$ cat src/rtl/pc_fetch_ctrl.sv
// Program counter plus instruction-fetch controller. It issues one fetch at a time,
// holds the fetched instruction for execute, and redirects, halts or advances the PC.
module pc_fetch_ctrl #(
    parameter logic [31:0] RESET_PC = 32'h0000_0000,
    parameter int          CNT_W    = 32
) (
    input  logic             clk,
    input  logic             rst,
    input  logic [31:0]      pc_next_in,
    input  logic             stall,
    input  logic             redirect,
    input  logic [31:0]      redirect_pc,
    output logic             imem_req,
    output logic [31:0]      imem_addr,
    input  logic             imem_ready,
    input  logic             imem_rvalid,
    input  logic [31:0]      imem_rdata,
    output logic             instr_valid,
    output logic [31:0]      instr,
    output logic [31:0]      pc_out,
    output logic [31:0]      pc_plus_four,
    output logic             misaligned_fault,
    output logic [CNT_W-1:0] instret
);

    typedef enum logic [1:0] {
        S_FETCH,
        S_WAIT,
        S_EXEC,
        S_HALT
    } state_t;

    state_t      state;
    logic        drop;
    logic [31:0] redirect_target;
    logic        next_aligned;

    assign redirect_target = redirect_pc & ~32'd3;
    assign next_aligned    = (pc_next_in[1:0] == 2'b00);

    assign imem_req     = (state == S_FETCH);
    assign imem_addr    = pc_out;
    assign pc_plus_four = pc_out + 32'd4;

    // NOTE: all state lives in this one clocked block and is assigned with <= only,
    // so every branch reads the pre-edge values regardless of statement order.
    always_ff @(posedge clk or posedge rst) begin
        if (rst) begin
            state            <= S_FETCH;
            pc_out           <= RESET_PC;
            instr            <= 32'h0;
            instr_valid      <= 1'b0;
            misaligned_fault <= 1'b0;
            instret          <= '0;
            drop             <= 1'b0;
        end else if (redirect) begin
            state       <= S_FETCH;
            pc_out      <= redirect_target;
            instr_valid <= 1'b0;
            if (state == S_HALT) begin
                misaligned_fault <= 1'b0;
            end
            // A beat still owed by memory (or accepted right now) must be thrown away.
            unique case (state)
                S_FETCH: drop <= imem_ready | (drop & ~imem_rvalid);
                S_WAIT:  drop <= drop | ~imem_rvalid;
                default: drop <= drop & ~imem_rvalid;
            endcase
        end else begin
            unique case (state)
                S_FETCH: begin
                    if (drop && imem_rvalid) begin
                        drop <= 1'b0;
                    end
                    if (imem_ready) begin
                        state <= S_WAIT;
                    end
                end
                S_WAIT: begin
                    if (imem_rvalid) begin
                        if (drop) begin
                            drop <= 1'b0;
                        end else begin
                            instr       <= imem_rdata;
                            instr_valid <= 1'b1;
                            state       <= S_EXEC;
                        end
                    end
                end
                S_EXEC: begin
                    if (!stall) begin
                        instr_valid <= 1'b0;
                        if (next_aligned) begin
                            pc_out  <= pc_next_in;
                            instret <= instret + CNT_W'(1);
                            state   <= S_FETCH;
                        end else begin
                            misaligned_fault <= 1'b1;
                            state            <= S_HALT;
                        end
                    end
                end
                S_HALT: begin
                    // Only a redirect or reset leaves HALT.
                end
            endcase
        end
    end

endmodule
$ cat config.mk
export PLATFORM = sky130hd
export DESIGN_NAME = pc_fetch_ctrl
export DESIGN_NICKNAME = d
export VERILOG_FILES = /design/src/rtl/pc_fetch_ctrl.sv
export SDC_FILE = /design/constraint.sdc
export NUM_CORES = 1
export LEC_CHECK = 0
export ABC_AREA = 1
export CAP_MARGIN = 10
export CORE_MARGIN = 8
export CORE_UTILIZATION = 43
export CTS_CLUSTER_DIAMETER = 100
export DETAILED_ROUTE_END_ITERATION = 6
export PLACE_DENSITY_LB_ADDON = 0.15
export SETUP_SLACK_MARGIN = 0.2
export SLEW_MARGIN = 20
export SYNTH_ARGS = -nofsm -noshare
export SYNTH_HDL_FRONTEND = slang
export SYNTH_SLANG_ARGS = --single-unit
export TNS_END_PERCENT = 50
$ cat constraint.sdc
create_clock -name clk -period 4.1 [get_ports clk]
set_input_delay 0.41 -clock clk [delete_from_list [all_inputs] [get_ports clk]]
set_output_delay 0.41 -clock clk [all_outputs]
set_load 0.02 [all_outputs]
==> impl_metrics.ini, run 1 <==
[run_status]
outcome = completed

[floorplanning]
die_area_um2 = 17900
die_height_um = 134
pin_count = 265
die_x_um = 134
fp.coreArea_um2 = 13700
rows = 43
start_util_pct = 43.6

[pwr]
p_seq_share_pct = 33.3
switching_share_pct = 38.2
power_density_nw_per_um2 = 504
peakVddDrop_uv = 368
combinationalPowerShare_pct = 46.5
power.share.clock_pct = 20.3
p_sw_uw = 1700
leakage_uw = 0.00386
intPower_uw = 2760

[yosys]
synthFlopType = dfrtp_1
ys_ff_latch = 101
ys_top_cells_by_area = dfrtp_1 (42%), nand2_1 (14%), nor2_1 (6.2%)
ys_warn_count = 0
ys_types = 38
synthArstFlopShare_pct = 100
yosysTopAreaCellShare_pct = 42.3
syn_avg_cell_area_um2 = 7.94
syn_area_um2 = 5980
synth_fp_nets = 864
synth-edff-count = 0
synth_top_cell_by_area = dfrtp_1
synth-seq-area-share_pct = 42.3
netlist_instances = 753

[final_layout]
instances_no_fill = 1166
final_common_cell = clkdlybuf4s50_1
layout.nets = 1091
postLayoutCellArea_um2 = 8850
layout_common_cells = clkdlybuf4s50_1 (262), nand2_1 (218), dfrtp_1 (101)
drive_above_1_share_pct = 8.32
syn_to_final_growth_pct = 48.0

[placed_design]
place_area_um2 = 8530
gp_congestion = 0.902
dp_hpwl_um = 15200
portBuffers = 262
placed_cells = 1149

[critical_path]
cp.arrival_ns = 2.57
r2r_slack_ns = 2.11
r2r.worst_path.cells = 4
r2r-end = instr[20]$_DFFE_PP0P_
endpoint_kind = output pin
cp-endpoint = pc_plus_four[16]
worstSetupStartpoint = imem_addr[3]$_DFFE_PP0P_
worstSetupPathType = flop to output pin
cp.required_ns = 3.69
path_max_fanout = 6
r2r_start = state[1]$_DFFE_PP0P_
start_kind = flop

[timing]
fmax_mhz = 336
slew_headroom_pct = 59.7
drv_slew = 0
grt_setup_unrepaired = no
fin_skew_ns = 0.00863
worstMarginPinSlew_ns = 0.603
hold_viol = 0
setup-tns-final_ns = 0
setup_violations = 0
final.period_utilization_pct = 72.6
min_period_ns = 2.98

[detailed_routing]
dr.pass1.iters = 6
wl_um = 19100
postRouteAntennaNets = 0
vias_per_cell = 4.92
drc = 0
via_count = 5731
drt_iter0_drc = 283
wl_per_cell_um = 16.4

[hold_path]
hold_class = input port to asynchronous set/reset pin

[global_routing]
antenna_found_initial = 1
gr-max-usage-layer = met2
use_met1_pct = 24.8
grt_pass1_wl_um = 29800
grt_max_degree = 63
gr-total-overflow = 0
met2_usage_pct = 36.4
grt_pass1_vias = 5521
met3_usage_pct = 4.64
grt_usage_pct = 20.9

[clocking]
clock-sinks = 101
cts_tree = yes
path_clk_slew_ns = 0.07
ctsResizeCount = 0
htree_levels = 3
hold_buffers = 0
cts_made_buffers = 9
post-cts-setup-buffer-count = 0
clock_path_buffers = 2
clk_latency_ns = 0.35
ctsRootBufferMaster = clkbuf_16

[run]
drv_cap = 0
-- area by class of cell --
class | instances | area, µm²
fill | 1229 | 4870
multi-input combinational | 534 | 2870
timing repair buffer | 266 | 2650
sequential | 101 | 2530
inverter | 68 | 260
clock buffer | 10 | 239
tap | 180 | 225
clock inverter | 6 | 76.3
antenna | 1 | 2.50
-- cell families (layout without fill, tap and decap cells) --
group | after synthesis | in the layout | synth area share [%]
simple gates | 407 | 407 | 29.6
buf+inv | 118 | 350 | 9.94
flops | 101 | 101 | 42.3
compound gates | 53 | 53 | 5.48
xor+xnor | 33 | 33 | 4.83
mux | 32 | 32 | 6.02
fa+ha+maj | 9 | 9 | 1.88
other cells | 0 | 1 | 0
-- per-stage QoR --
step                setup slack [ns]  total power [µW]  utilization, %  hold WS (ns)
global placement                1.18              3560            62.1         0.473
global route                   0.943              4700            64.5         0.511
floorplan                       1.04              2610               -         0.487
CTS                             1.08              4510            64.4         0.473
detailed placement              1.12              3590            62.1         0.482
finish                          1.12              4460            64.5         0.469
-- synth_stat cells, types with 2 or more instances --
cell and n:
inv_2 5, xnor2_1 16, ha_1 9, clkbuf_1 3, a31oi_1 30, o31ai_1 3
buf_4 37, buf_1 2, nand4_1 18, mux2_2 31, nand2_2 5, nand2_1 218
buf_2 8, nor2_2 7, o21ai_0 11, nand3_1 28, a21oi_1 5, dfrtp_1 101
nand3_2 4, nor2_1 99, nand3b_1 5, nor3_1 15, inv_1 62, xor2_1 17
-- power groups by stage --
stage	clock network (µW)	registers (µW)	logic (µW)
after floorplan	0	1740	866
after global placement	0	1490	2070
after detailed placement	0	1500	2090
after CTS	926	1490	2090
after global routing	968	1520	2210
final	904	1480	2070
-- how the worst min path moves through the flow --
stage | cells after the start | to | start | slack [ns]
after CTS | 2 | instret[4]$_DFFE_PP0P_ | rst | 0.47
after detailed placement | 2 | misaligned_fault$_DFFE_PP0P_ | misaligned_fault$_DFFE_PP0P_ | 0.48
final | 2 | instret[4]$_DFFE_PP0P_ | rst | 0.47
after floorplan | 2 | drop$_DFFE_PP0P_ | drop$_DFFE_PP0P_ | 0.49
after global routing | 2 | instret[4]$_DFFE_PP0P_ | rst | 0.51
after global placement | 2 | misaligned_fault$_DFFE_PP0P_ | misaligned_fault$_DFFE_PP0P_ | 0.47
-- worst max-delay path, stage by stage (launching register included) --
cell and delay, ns:
dfrtp_1 0.49, ha_1 0.30, nand3_4 0.14, nor3_4 0.30, nand2_2 0.11, nor2_2 0.11
xor2_1 0.15, clkdlybuf4s50_1 0.62
-- sequential cells by signal, summed over array words and instances (netlist names) --
| register | count |
|---|---|
| instret | 32 |
| instr | 32 |
| state | 2 |
| imem_addr | 32 |
| instr_valid | 1 |
| drop | 1 |
| misaligned_fault | 1 |
-- metal layers --
metal | up-vias | wire [µm]
met5 | - | 0
met4 | 0 | 347
met3 | 23 | 1560
met2 | 209 | 9540
met1 | 2649 | 7700
li1 | 2850 | -
No activity file was read; power rests on OpenSTA's default activity.
==> inputs of run 2 (changes only) <==
- CORE_UTILIZATION: 43 -> 39
- clock period: 4.1 -> 2.5 ns (I/O delays scaled with it)
==> run 2 against run 1 <==
- clock skew down 0.0037 ns
- combinational power rose by 68%
- total power rose by 63%
- register-to-register slack worse by 1.5 ns
- first-iteration DRC count shrank 1.4%
- die area increased by 9.0%
- sequential power up 62%
- utilization fell by 5.1 points
- largest cell class unchanged
- critical path depth unchanged
- sequential cell count unchanged
- via count grew 1.0%
==> impl_metrics.ini, run 2 (same netlist as run 1, synthesis figures left out) <==
[run_status]
outcome = completed

[final_layout]
postLayoutCellArea_um2 = 8960
syn_to_final_growth_pct = 49.8
drive_above_1_share_pct = 12.4
layout.nets = 1107
layout_common_cells = clkdlybuf4s50_1 (236), nand2_1 (218), nor2_1 (96)
final_common_cell = clkdlybuf4s50_1
multi_input_area_um2 = 2880
register_area_um2 = 2550
n_antenna_cell = 0
nFillCells = 1383

[clocking]
ctsRootBufferMaster = clkbuf_16
cts_tree = yes
hold_buffers = 0
clock_path_buffers = 2
path_clk_slew_ns = 0.07
clock-sinks = 101
clk_latency_ns = 0.35
htree_levels = 3
cts_made_buffers = 9

[timing]
drv_slew = 0
hold_viol = 0
fmax_mhz = 454
min_period_ns = 2.20
worst_slack_ns = 0.299
grt_setup_unrepaired = yes
hold_slack_ns = 0.327
worstMarginPinSlew_ns = 0.437
setup_violations = 0
fin_skew_ns = 0.00497
final.period_utilization_pct = 88.0
slew_headroom_pct = 70.9
setup-tns-final_ns = 0

[detailed_routing]
wl_per_cell_um = 16.7
dr.pass1.iters = 4
drt_iter0_drc = 279
via_count = 5791
postRouteAntennaNets = 0
dr_wl_met3_um = 1990
topRoutingLayerUsed = met4
met1_length_um = 8340
wl_um = 19900
wl_met2_um = 9260
drc = 0
vias_per_cell = 4.87

[run]
drv_cap = 0

[placed_design]
dp_hpwl_um = 15700
gp_congestion = 0.911
dpl_worst_slack_ns = 0.181
place_area_um2 = 8650
portBuffers = 262

[critical_path]
cp.required_ns = 2.25
path_max_fanout = 6
endpoint_kind = output pin
start_kind = flop
cp.arrival_ns = 1.95
worstSetupPathType = flop to output pin

[hold_path]
hold_class = input port to asynchronous set/reset pin

[global_routing]
antenna_found_initial = 0
gr-total-overflow = 0
grt_pass1_wl_um = 31300
grt_max_degree = 71
grt_pass1_vias = 5738
grt_usage_pct = 20.1

[floorplanning]
die_height_um = 140
start_util_pct = 39.6
fp.coreArea_um2 = 15100
rows = 45
die_x_um = 140
die_area_um2 = 19600
pin_count = 265

[pwr]
peakVddDrop_uv = 572
power_density_nw_per_um2 = 812
leakage_uw = 0.00394
run 2: cell types whose count changed in the layout (fill, tap and decap cells not counted), sizes merged, moves of 2 or more:
cell	delta
buf	+19
clkbuf	+3
clkdlybuf4s50	-26
clkinvlp	+2
dlygate4sd2	+18
inv	-3
run 2: report_power, final:
part / leakage (µW) / total [µW] / internal [µW] / switching, µW
Combinational: 0.00256 / 3470 / 1650 / 1820
Sequential: 0.00124 / 2400 / 2050 / 345
Clock: 0.000139 / 1410 / 775 / 634
run 2: timing repair:
item / 4_1_cts / 5_1_grt
endpoints found under the setup margin: 25 / 18
pin swaps: 1 / 1
gates resized for setup: 51 / 12
buffers inserted: 3 / 0
run 2: worst paths after layout:
path | start | to | slack (ns) | depth (start not counted)
worst max-delay path | imem_addr[25]$_DFFE_PP0P_ | pc_plus_four[31] | 0.30 | 7
worst min-delay path | rst | instr[25]$_DFFE_PP0P_ | 0.33 | 3
worst max register to register | state[0]$_DFFE_PP0P_ | instret[24]$_DFFE_PP0P_ | 0.56 | 7
worst min register to register | instr[20]$_DFFE_PP0P_ | instr[20]$_DFFE_PP0P_ | 0.49 | 1
max in group asynchronous | rst | imem_addr[25]$_DFFE_PP0P_ | 1.76 | 3
min in group clk | redirect | imem_addr[19]$_DFFE_PP0P_ | 0.33 | 3
run 2: per-stage QoR:
stage | power (µW) | utilization (%) | std cells
after floorplan | 4280 | - | 753
after global placement | 5940 | 57.4 | 1170
after detailed placement | 5970 | 57.4 | 1170
after CTS | 7390 | 59.4 | 1188
after global routing | 7720 | 59.4 | 1188
final | 7280 | 59.4 | 1188
run 2: critical path: stages (launching register included):
cell and delay, ns:
dfrtp_2 0.45, nand2_1 0.11, nor3_1 0.23, nand2_1 0.10, nor2_1 0.22, nand3b_1 0.10
nand2_1 0.07, dlygate4sd2_1 0.33
run 2: area by class of cell:
class,count,area share [%]
flip-flops and latches,101,28.4
inverters,68,2.92
well taps,188,2.62
clock buffers,10,2.55
clock inverters,5,0.670
repair buffers,282,30.7
multi-input cells,534,32.1
run 2: per-layer routing:
| metal | GRT usage [%] | up-vias |
|---|---|---|
| li1 | - | 2871 |
| met1 | 24.1 | 2697 |
| met2 | 32.7 | 208 |
| met3 | 8.45 | 15 |
| met4 | 5.43 | 0 |
| met5 | 0 | - |
==> inputs of run 3 (changes only) <==
- clock period: 2.5 -> 1.75 ns (I/O delays scaled with it)
==> run 3 against run 2 <==
- the flow now finishes with violations (setup timing)
- die area unchanged
- sequential share of layout area decreased by 5.9 points
- cell count increased by 11%
==> impl_metrics.ini, run 3 (same netlist as run 1, synthesis figures left out) <==
[placed_design]
portBuffers = 262
dpl_worst_slack_ns = -0.373
dp_hpwl_um = 17100
gp_congestion = 0.917

[global_routing]
antenna_found_initial = 0
grt_max_degree = 38
grt_pass1_vias = 6644
grt_pass1_wl_um = 36900
gr-total-overflow = 0
grt_usage_pct = 23.7

[final_layout]
syn_to_final_growth_pct = 89.2
final_common_cell = nand2_1
drive_above_1_share_pct = 38.0
layout.nets = 1237
layout_common_cells = nand2_1 (188), clkdlybuf4s50_1 (125), buf_4 (110)
nFillCells = 1125
n_antenna_cell = 0

[floorplanning]
die_x_um = 140
die_height_um = 140
rows = 45
fp.coreArea_um2 = 15100
pin_count = 265
start_util_pct = 39.6
die_area_um2 = 19600

[critical_path]
cp.required_ns = 1.57
cp.arrival_ns = 1.85
crit_top_cell = buf_4
cp_num_buf_inv = 4
r2r.worst_path.cells = 9
r2r_start = state[1]$_DFFE_PP0P_
cp_slowest_cell = dfrtp_1
start_kind = flop
r2r_slack_ns = 0.05
crit_chain = buf_4 -> nand3_4 -> inv_2 -> nand2_2 -> buf_4 -> nor2_2 -> xor2_1 -> buf_4
r2r-end = imem_addr[12]$_DFFE_PP0P_
max_stage_delay_ns = 0.39
worstSetupPathType = flop to output pin
endpoint_kind = output pin
path_max_fanout = 5
cp_top_family = buffers and inverters

[clocking]
path_clk_slew_ns = 0.07
clock_path_buffers = 2
ctsRootBufferMaster = clkbuf_16
htree_levels = 3
clk_latency_ns = 0.35
cts_made_buffers = 9
cts_tree = yes
hold_buffers = 0
clock-sinks = 101

[detailed_routing]
wl_per_cell_um = 18.5
dr.pass1.iters = 5
via_count = 6617
wl_um = 24400
drc = 0
drt_iter0_drc = 348
postRouteAntennaNets = 0
vias_per_cell = 5.02

[timing]
slew_headroom_pct = 69.4
min_period_ns = 2.02
grt_setup_unrepaired = yes
setup-tns-final_ns = -3.78
hold_viol = 0
fmax_mhz = 494
fin_skew_ns = 0.00791
drv_slew = 0
worst_slack_ns = -0.272
final.period_utilization_pct = 116
setup_violations = 25
worstMarginPinSlew_ns = 0.459

[hold_path]
hold_path_depth = 2
min_to = misaligned_fault$_DFFE_PP0P_
holdCritStartpoint = redirect
hold_class = input port to flop

[pwr]
power_density_nw_per_um2 = 1090
peakVddDrop_uv = 851
leakage_uw = 0.00541
power_uw = 12300

[run_status]
outcome = complete, but fails checks
violations = setup timing

[run]
drv_cap = 0
[run 3: changes by cell type in the layout (fill, tap and decap cells not counted), moves of 14 or more]
cell             delta
clkdlybuf4s50_1   -111
nor2_1             -56
nand2_1            -30
mux2_2             -30
dlygate4sd2_1      +68
buf_6              +44
nor2_4             +43
buf_4              +91
nand2_2            +21
a31oi_1            -14
nor2_2             +14
mux2_4             +31
[run 3: metal layers]
metal	vias up	GRT usage (%)	wire length, µm
li1	3152	-	-
met1	3207	29.5	10400
met2	238	39.0	12000
met3	20	7.28	1760
met4	0	6.06	274
met5	-	0	0
[run 3: worst reg2reg max path: cells and delay by family (launching register included)]
| family | cells | cell delay [ns] |
|---|---|---|
| buffers and inverters | 4 | 0.56 |
| AO/OA/AOI/OAI | 3 | 0.42 |
| flip-flops | 1 | 0.39 |
| adder cells (fa/ha/maj) | 1 | 0.19 |
| AND/OR/NAND/NOR | 1 | 0.05 |
[run 3: timing repair]
| action | 4_1_cts | 5_1_grt |
|---|---|---|
| pin swaps | 25 | 90 |
| endpoints found under the setup margin | 216 | 131 |
| setup buffers | 33 | 13 |
| gates cloned | 6 | 4 |
| gates resized for setup | 405 | 208 |
[run 3: power by group]
group          switching (µW)  total [µW]  internal (µW)  leakage (µW)
Combinational            3500        7030           3540       0.00403
Sequential                446        3370           2930       0.00124
Clock                     918        1930           1010      0.000137
[run 3: worst max-delay path by stage]
stage / start / end / slack [ns] / cells after the start
2_1_floorplan: imem_addr[3]$_DFFE_PP0P_ / pc_plus_four[16] / -0.14 / 6
6_report: imem_addr[3]$_DFFE_PP0P_ / pc_plus_four[17] / -0.27 / 8
3_3_place_gp: imem_addr[2]$_DFFE_PP0P_ / pc_plus_four[20] / -0.34 / 8
5_1_grt: imem_addr[3]$_DFFE_PP0P_ / pc_plus_four[19] / -0.36 / 9
3_5_place_dp: imem_addr[2]$_DFFE_PP0P_ / pc_plus_four[20] / -0.37 / 8
4_1_cts: imem_addr[3]$_DFFE_PP0P_ / pc_plus_four[26] / -0.32 / 9
[run 3: through the flow]
step | area, µm² | utilization, % | hold slack, ns | std cells
2_1_floorplan | 5990 | - | 0.307 | 753
3_3_place_gp | 9290 | 61.6 | 0.456 | 1247
3_5_place_dp | 9290 | 61.6 | 0.458 | 1247
4_1_cts | 10400 | 68.7 | 0.106 | 1302
5_1_grt | 11300 | 75.0 | 0.142 | 1319
6_report | 11300 | 75.0 | 0.132 | 1319
[run 3: layout make-up]
class,count,area [µm²],share of cell area (%)
clock inverter,4,31.3,0.276
sequential,101,2540,22.5
tap,188,235,2.08
timing repair buffer,411,4060,35.9
multi-input combinational,535,3930,34.8
inverter,68,264,2.33
clock buffer,12,246,2.18
